### src/rtl/reset_sequencer.sv
`default_nettype none
// ============================================================================
// Module   : reset_sequencer
// Purpose  : Merges an asynchronous reset request (req_a, synchronized) with
//            a synchronous software request (sw_req). Holds all downstream
//            resets for HOLD_CYCLES request-free cycles, then releases the
//            outputs one per STEP_CYCLES in ascending index order. Reports
//            busy / done status and counts in-service (RUN -> HOLD) events.
// Revision : 1.0 - initial release
// ============================================================================
module reset_sequencer #(
  parameter int NUM_OUT     = 4,
  parameter int SYNC_STAGES = 2,
  parameter int HOLD_CYCLES = 16,
  parameter int STEP_CYCLES = 4
) (
  input  logic               clk,
  input  logic               reset,
  input  logic               req_a,
  input  logic               sw_req,
  output logic [NUM_OUT-1:0] rst_out,
  output logic               busy,
  output logic               done_pulse,
  output logic [7:0]         req_count
);

  // Counter widths; a single-value range still needs one bit.
  localparam int c_HOLD_W = (HOLD_CYCLES > 1) ? $clog2(HOLD_CYCLES) : 1;
  localparam int c_STEP_W = (STEP_CYCLES > 1) ? $clog2(STEP_CYCLES) : 1;
  localparam int c_IDX_W  = (NUM_OUT > 1)     ? $clog2(NUM_OUT)     : 1;

  localparam logic [c_HOLD_W-1:0] c_HOLD_LAST = c_HOLD_W'(HOLD_CYCLES - 1);
  localparam logic [c_HOLD_W-1:0] c_HOLD_ONE  = c_HOLD_W'(1);
  localparam logic [c_STEP_W-1:0] c_STEP_LAST = c_STEP_W'(STEP_CYCLES - 1);
  localparam logic [c_STEP_W-1:0] c_STEP_ONE  = c_STEP_W'(1);
  localparam logic [c_IDX_W-1:0]  c_IDX_LAST  = c_IDX_W'(NUM_OUT - 1);
  localparam logic [c_IDX_W-1:0]  c_IDX_ONE   = c_IDX_W'(1);
  localparam logic [7:0]          c_CNT_MAX   = 8'hFF;
  localparam logic [7:0]          c_CNT_ONE   = 8'h01;

  typedef enum logic [1:0] {
    ST_HOLD    = 2'd0,
    ST_RELEASE = 2'd1,
    ST_RUN     = 2'd2
  } state_t;

  logic [SYNC_STAGES-1:0] r_sync;
  logic                   w_req_s;
  logic                   w_rq;

  state_t                 r_state;
  logic [c_HOLD_W-1:0]    r_hold_cnt;
  logic [c_STEP_W-1:0]    r_step_cnt;
  logic [c_IDX_W-1:0]     r_idx;
  logic [NUM_OUT-1:0]     r_rst_out;
  logic                   r_busy;
  logic                   r_done_pulse;
  logic [7:0]             r_req_count;

  // Synchronizer chain for the asynchronous request; stage 0 samples req_a.
  always_ff @(posedge clk) begin
    if (reset) begin
      r_sync <= '0;
    end else begin
      r_sync <= {r_sync[SYNC_STAGES-2:0], req_a};
    end
  end

  assign w_req_s = r_sync[SYNC_STAGES-1];
  assign w_rq    = w_req_s | sw_req;

  // Sequencing FSM: any request returns to HOLD with every output asserted;
  // request-free cycles walk through HOLD, then RELEASE, then RUN.
  always_ff @(posedge clk) begin
    if (reset) begin
      r_state      <= ST_HOLD;
      r_hold_cnt   <= '0;
      r_step_cnt   <= '0;
      r_idx        <= '0;
      r_rst_out    <= '1;
      r_busy       <= 1'b1;
      r_done_pulse <= 1'b0;
      r_req_count  <= '0;
    end else begin
      r_done_pulse <= 1'b0;
      case (r_state)
        ST_HOLD: begin
          r_rst_out <= '1;
          r_busy    <= 1'b1;
          if (w_rq) begin
            r_hold_cnt <= '0;
          end else if (r_hold_cnt == c_HOLD_LAST) begin
            r_state    <= ST_RELEASE;
            r_step_cnt <= '0;
            r_idx      <= '0;
          end else begin
            r_hold_cnt <= r_hold_cnt + c_HOLD_ONE;
          end
        end

        ST_RELEASE: begin
          r_busy <= 1'b1;
          if (w_rq) begin
            // Abort: re-assert bits already released, no count, no done.
            r_state    <= ST_HOLD;
            r_hold_cnt <= '0;
            r_rst_out  <= '1;
          end else if (r_step_cnt == c_STEP_LAST) begin
            r_rst_out[r_idx] <= 1'b0;
            r_step_cnt       <= '0;
            if (r_idx == c_IDX_LAST) begin
              r_state      <= ST_RUN;
              r_busy       <= 1'b0;
              r_done_pulse <= 1'b1;
            end else begin
              r_idx <= r_idx + c_IDX_ONE;
            end
          end else begin
            r_step_cnt <= r_step_cnt + c_STEP_ONE;
          end
        end

        ST_RUN: begin
          if (w_rq) begin
            r_state    <= ST_HOLD;
            r_hold_cnt <= '0;
            r_rst_out  <= '1;
            r_busy     <= 1'b1;
            if (r_req_count != c_CNT_MAX) begin
              r_req_count <= r_req_count + c_CNT_ONE;
            end
          end else begin
            r_rst_out <= '0;
            r_busy    <= 1'b0;
          end
        end

        default: begin
          r_state    <= ST_HOLD;
          r_hold_cnt <= '0;
          r_rst_out  <= '1;
          r_busy     <= 1'b1;
        end
      endcase
    end
  end

  assign rst_out    = r_rst_out;
  assign busy       = r_busy;
  assign done_pulse = r_done_pulse;
  assign req_count  = r_req_count;

endmodule
`default_nettype wire

### config.mk
export PLATFORM = sky130hd
export DESIGN_NAME = reset_sequencer
export DESIGN_NICKNAME = d
export VERILOG_FILES = /design/src/rtl/reset_sequencer.sv
export SDC_FILE = /design/constraint.sdc
export NUM_CORES = 1
export LEC_CHECK = 0
export ABC_AREA = 1
export BUFFER_PORTS_ARGS = -buffer_cell sky130_fd_sc_hd__buf_4
export CAP_MARGIN = 20
export CORE_ASPECT_RATIO = 1.75
export CORE_UTILIZATION = 57
export DETAILED_ROUTE_END_ITERATION = 16
export PLACE_DENSITY = 0.83
export SLEW_MARGIN = 10
export SYNTH_ARGS = -nofsm -noshare
export SYNTH_HDL_FRONTEND = slang
export SYNTH_SLANG_ARGS = --single-unit
### constraint.sdc
create_clock -name clk -period 1.65 [get_ports clk]
set_clock_uncertainty 0.2 [all_clocks]
set_input_delay 0.165 -clock clk [delete_from_list [all_inputs] [get_ports clk]]
set_output_delay 0.165 -clock clk [all_outputs]
set_load 0.05 [all_outputs]
# == Word level (Yosys, flattened, before mapping) ==
# Index checks and enable logic that the tools add are counted.
# totals
regBits,26
inputBits,4
out_inout_bits,14
word_cells,78
# classes
n_addsub,4
magnitude_cmp,2
eq_ne,16
n_mux,32
bitwise,5
n_reduce_logical,10
# op_table
operator,count
2-bit 2-to-1 mux,13
4-bit 2-to-1 mux,6
4-bit case mux with 2 select lines,2
2-bit != test (second input constant),6
3-bit != test (second input constant),3
8-bit by 1-bit adder with 8-bit output (second input constant),1
8-bit != test (second input constant),1
2-bit case mux with 2 select lines,2
2-bit equality test (second input constant),3
1-bit 2-to-1 mux,6
2-bit case mux with 3 select lines,1
6-bit AND reduction,1
5-bit AND reduction,1
2-bit by 1-bit adder with 2-bit output (second input constant),2
4-bit by 1-bit adder with 4-bit output (second input constant),1
4-bit bitwise AND,1
4-bit equality test (second input constant),1
4-bit inverter,1
4-bit AND reduction,1
4-bit OR reduction,1
2-bit by 3-bit < comparator with 1-bit output (second input constant),1
3-bit AND reduction,1
1-bit demux with 2-bit select,1
2-bit by 1-bit equality test with 1-bit output (second input constant),1
other kinds (10),11

# == Depth between registers and ports, before layout ==
# logic_depth
ltp_word,9
mapped_depth,11
ltp_nobuf,10

# == Least setup slack after synthesis ==
# Ideal clock, no wire load.
# synth_path
kind,reg-to-reg
from,"register r_req_count[1], in the netlist req_count[1]"
to,"register r_req_count[7], in the netlist req_count[7]"
setup_ns,0.114
arrival_time_ns,1.512
t_required_ns,1.336
setup_slack_ns,-0.177
stages_incl_launch_ff,9
n_path_buf,0
synth_period_minus_slack_ns,1.827
path_cell_list,dfxtp_1 > ha_1 > nand2_1 > nor2_2 > nand2_2 > nand2_4 > nor2_1 > nor2_1 > nor2_1
# synth_between
elab_chain_len,2
elab_cells_between_ends,3
cone_classes,1 x add/sub; 1 x eq/ne; 1 x reduce/logical
# synth_lines
item,line,text
from (decl),58,logic [7:0] r_req_count;
from (signal assigned),130,r_req_count <= r_req_count + c_CNT_ONE;
"parallel branches: the longest is 2 deep, another holds 8-bit by 1-bit adder with 8-bit output",--,
# Parallel ways; which one is timed is not known.
# A chain may end at the register's enable or synchronous reset.

# == Worst setup path after layout ==
# layout_path
from,register r_state[1]
to,register r_state[0]
# layout_between
elab_chain_len,3
elab_cells_between_ends,10
cone_classes,7 x eq/ne; 1 x mux; 2 x reduce/logical
# layout_lines
item,line,text
from (decl),51,state_t r_state;
from (signal assigned),76,r_state <= ST_HOLD;
from (signal assigned),93,r_state <= ST_RELEASE;
from (signal assigned),105,r_state <= ST_HOLD;
2-bit by 1-bit equality test with 1-bit output (tied with other cells),86,case (r_state)
3-bit != test (no source line) / 2-bit != test (equally long branches),--,
5-bit AND reduction (no source line),--,
# Parallel ways exist; a longest one is shown, timed or not.

==> summary.txt <==
Setup path
  – Worst EP arrival: 1580 ps
  – Crit-path cells: inv_1 -> ha_2 -> nand2_1 -> nand3_1 -> nand2_1 -> nand2_1 -> nand2_1 -> a21oi_1
  – Most used cell, CP: nand2_1
  – Max incr delay on CP: 330 ps
  – CP max-delay cell: dfxtp_1
  – CP max FO: 9
  – CP Class: flip-flop to flip-flop
  – WP buf/inv: 1
  – Critical path launch point type: flip-flop
  – Crit path max-delay family: simple AND/OR/NAND/NOR gates
  – Worst setup EP type: flip-flop
  – Critical path required time: 1660 ps

Finish
  – Share of cells above drive strength 1: 20.7%
  – Layout area overhead: 18.8%
  – FILL cells: 220
  – Final instance area: 1750 sq um
  – Final Util: 71.1%
  – Diode count: 0
  – Nets: 249

Yosys
  – EDFF count, synth: 0
  – Sequential fraction of the synthesis area: 35.3%
  – Post-synth top cells: nand2_1 (53), dfxtp_1 (26), nor2_1 (26), inv_1 (25), nand3_1 (15)
  – Syn Area/Cell: 7.09 sq um
  – Synth Instances: 208
  – Cell Area, Synth: 1470 sq um
  – Yosys Warn Count: 0
  – FF+latch count, synth: 26
  – Synthesized Nets: 224
  – Area contributors post-synth: dfxtp_1 (35%), nand2_1 (13%), ha_1 (10%)
  – Yosys top cell by area: dfxtp_1
  – Synth cell types: 29
  – Count leader, synth: nand2_1
  – Synth Flop Type: dfxtp_1
  – Top-area cell type share of the netlist area: 35.3%
  – FFs w/ async S/R, synth: 0%

Power and ir drop
  – Switch share: 19.5%
  – Reg power frac: 52.1%
  – Power per Cell Area: 697 nW/um^2
  – P_leak: 0.789 nW
  – Switching power total: 0.000237 W
  – Combinational share of power: 4.8%
  – Pint: 0.000982 W
  – Power Total: 0.00122 W
  – Clock network power share: 43.0%
  – Peak supply drop: 0.717 mV

CTS
  – Worst skew pair latency: 270 ps
  – Clock sink count: 26
  – Maximum clock path buffer count: 2
  – Setup bufs post-CTS: 0
  – Root Driver: clkbuf_8
  – Total CTS buffers: 3
  – CTS tree: yes
  – Clk pin slew, worst setup/hold paths: 90 ps
  – H-Tree Depth: 1

STA
  – Hold Slack: 50.9 ps
  – Final setup margin: 79.0 ps
  – Fin crit period: 1570 ps
  – Period utilisation layout: 95.2%
  – Final Hold Violating Endpoints: 0
  – Setup violators final: 0
  – Fmax: 637 MHz
  – RSZ-0062 raised after global routing: true
  – Slew Viols, Final: 0
  – Worst-Margin Slew: 401 ps
  – Slew HR: 73.2%

Placed design
  – DP HPWL: 2100 um
  – Place WS: 30.0 ps
  – IO buf count: 17
  – DP Area: 1640 sq um
  – Final GP Congestion: 0.758

Detailed routing
  – Via Count: 1335
  – First-pass DRT Iterations: 4
  – DRT iter0 DRCs: 25
  – Post-DR vias/cell: 5.17
  – Drt wl/cell: 11.3 um
  – Detail Route Antenna Nets: 0
  – Routed wire length: 2930 um
  – DR DRC count: 0

Global routing
  – Total grt overflow: 0
  – Vias in the first global route: 1168
  – Initial antenna violation count: 0
  – Largest net degree at the start of global routing: 16
  – First-pass GRT wire length: 4360 um
  – Gr usage total: 21.6%

Die
  – Core ar.: 2460 sq um
  – Die Ht: 69.3 um
  – Initial core utilization: 59.9%
  – Die area: 2800 sq um
  – Io pins: 18
  – Die width: 40.4 um
  – Std cell rows: 24

Run
  – Maxcap violations: 0

Run status
  – Status: completed

Worst hold path
  – Hold/Removal Path Class: input pin to flip-flop
==> layer usage <==
layer  up-vias  wire length [um]  GRT usage (%)
met5         -                 0              0
met4         0                74           11.1
met3         6                49           1.92
met2        18              1590           39.0
met1       608              1220           21.5
li1        703                 -              -
==> flip-flops by register name, indices dropped and copies added (netlist names) <==
signal	count
busy	1
done_pulse	1
r_hold_cnt	4
r_idx	2
r_state	2
r_step_cnt	2
r_sync	2
req_count	8
rst_out	4
==> per-stage QoR <==
stage | cells | TNS (ps)
global placement | 251 | 0
detailed placement | 251 | 0
floorplan | 208 | 0
global route | 258 | -124
CTS | 258 | 0
finish | 258 | 0
==> layout by cell type, fill, tap and decap left out, types with 4 or more instances in the layout <==
cell,synthesis,final
o21ai_0,6,6
nand3_1,15,15
nor2_1,26,26
nand2_1,53,53
dfxtp_1,26,24
a21oi_1,12,12
ha_1,12,9
buf_4,1,22
inv_1,25,24
nor2_2,4,4
==> worst register-to-register path, cell delays in order, from the launching register on <==
cell,delay (ps)
dfxtp_1,330
inv_1,80
ha_2,270
nand2_1,140
nand3_1,120
nand2_1,100
nand2_1,100
nand2_1,50
a21oi_1,120
==> cells by family after synthesis <==
group / synth area share [%]
flip-flops: 35.3
buffers and inverters: 9.08
XOR/XNOR: 1.19
AO/OA/AOI/OAI: 9.51
adder cells (fa/ha/maj): 10.2
AND/OR/NAND/NOR: 34.7
==> layout make-up <==
type | count | area (sq um) | area share, %
Tap cell | 26 | 32.5 | 1.86
Inverter | 27 | 101 | 5.79
Multi-Input combinational cell | 150 | 827 | 47.2
Timing Repair Buffer | 25 | 195 | 11.2
Clock inverter | 1 | 30.0 | 1.72
Sequential cell | 26 | 523 | 29.9
Clock buffer | 3 | 41.3 | 2.36
==> power by group through the flow <==
stage / Clock (W) / Sequential, W / Combinational [W]
after CTS: 0.000525 / 0.000635 / 0.0000596
after global routing: 0.000543 / 0.000636 / 0.0000645
final: 0.000525 / 0.000635 / 0.0000591
after floorplan: 0 / 0.000650 / 0.0000347
after detailed placement: 0 / 0.000650 / 0.0000535
after global placement: 0 / 0.000650 / 0.0000527
==> timing repair <==
item	CTS	global route
endpoints found under the hold margin	10	0
setup endpoints to repair	0	13
gates resized for setup	0	4
hold buffers	3	0
==> path summary, 6_finish.rpt <==
kind	cells after the start	startpoint	to	slack, ps
max	8	r_state[1]	r_state[0]	80
min	4	sw_req	done_pulse	50
max reg2reg	8	r_state[1]	r_state[0]	80
min reg2reg	2	r_sync[0]	r_sync[1]	210
(Power assumes the default switching activity.)
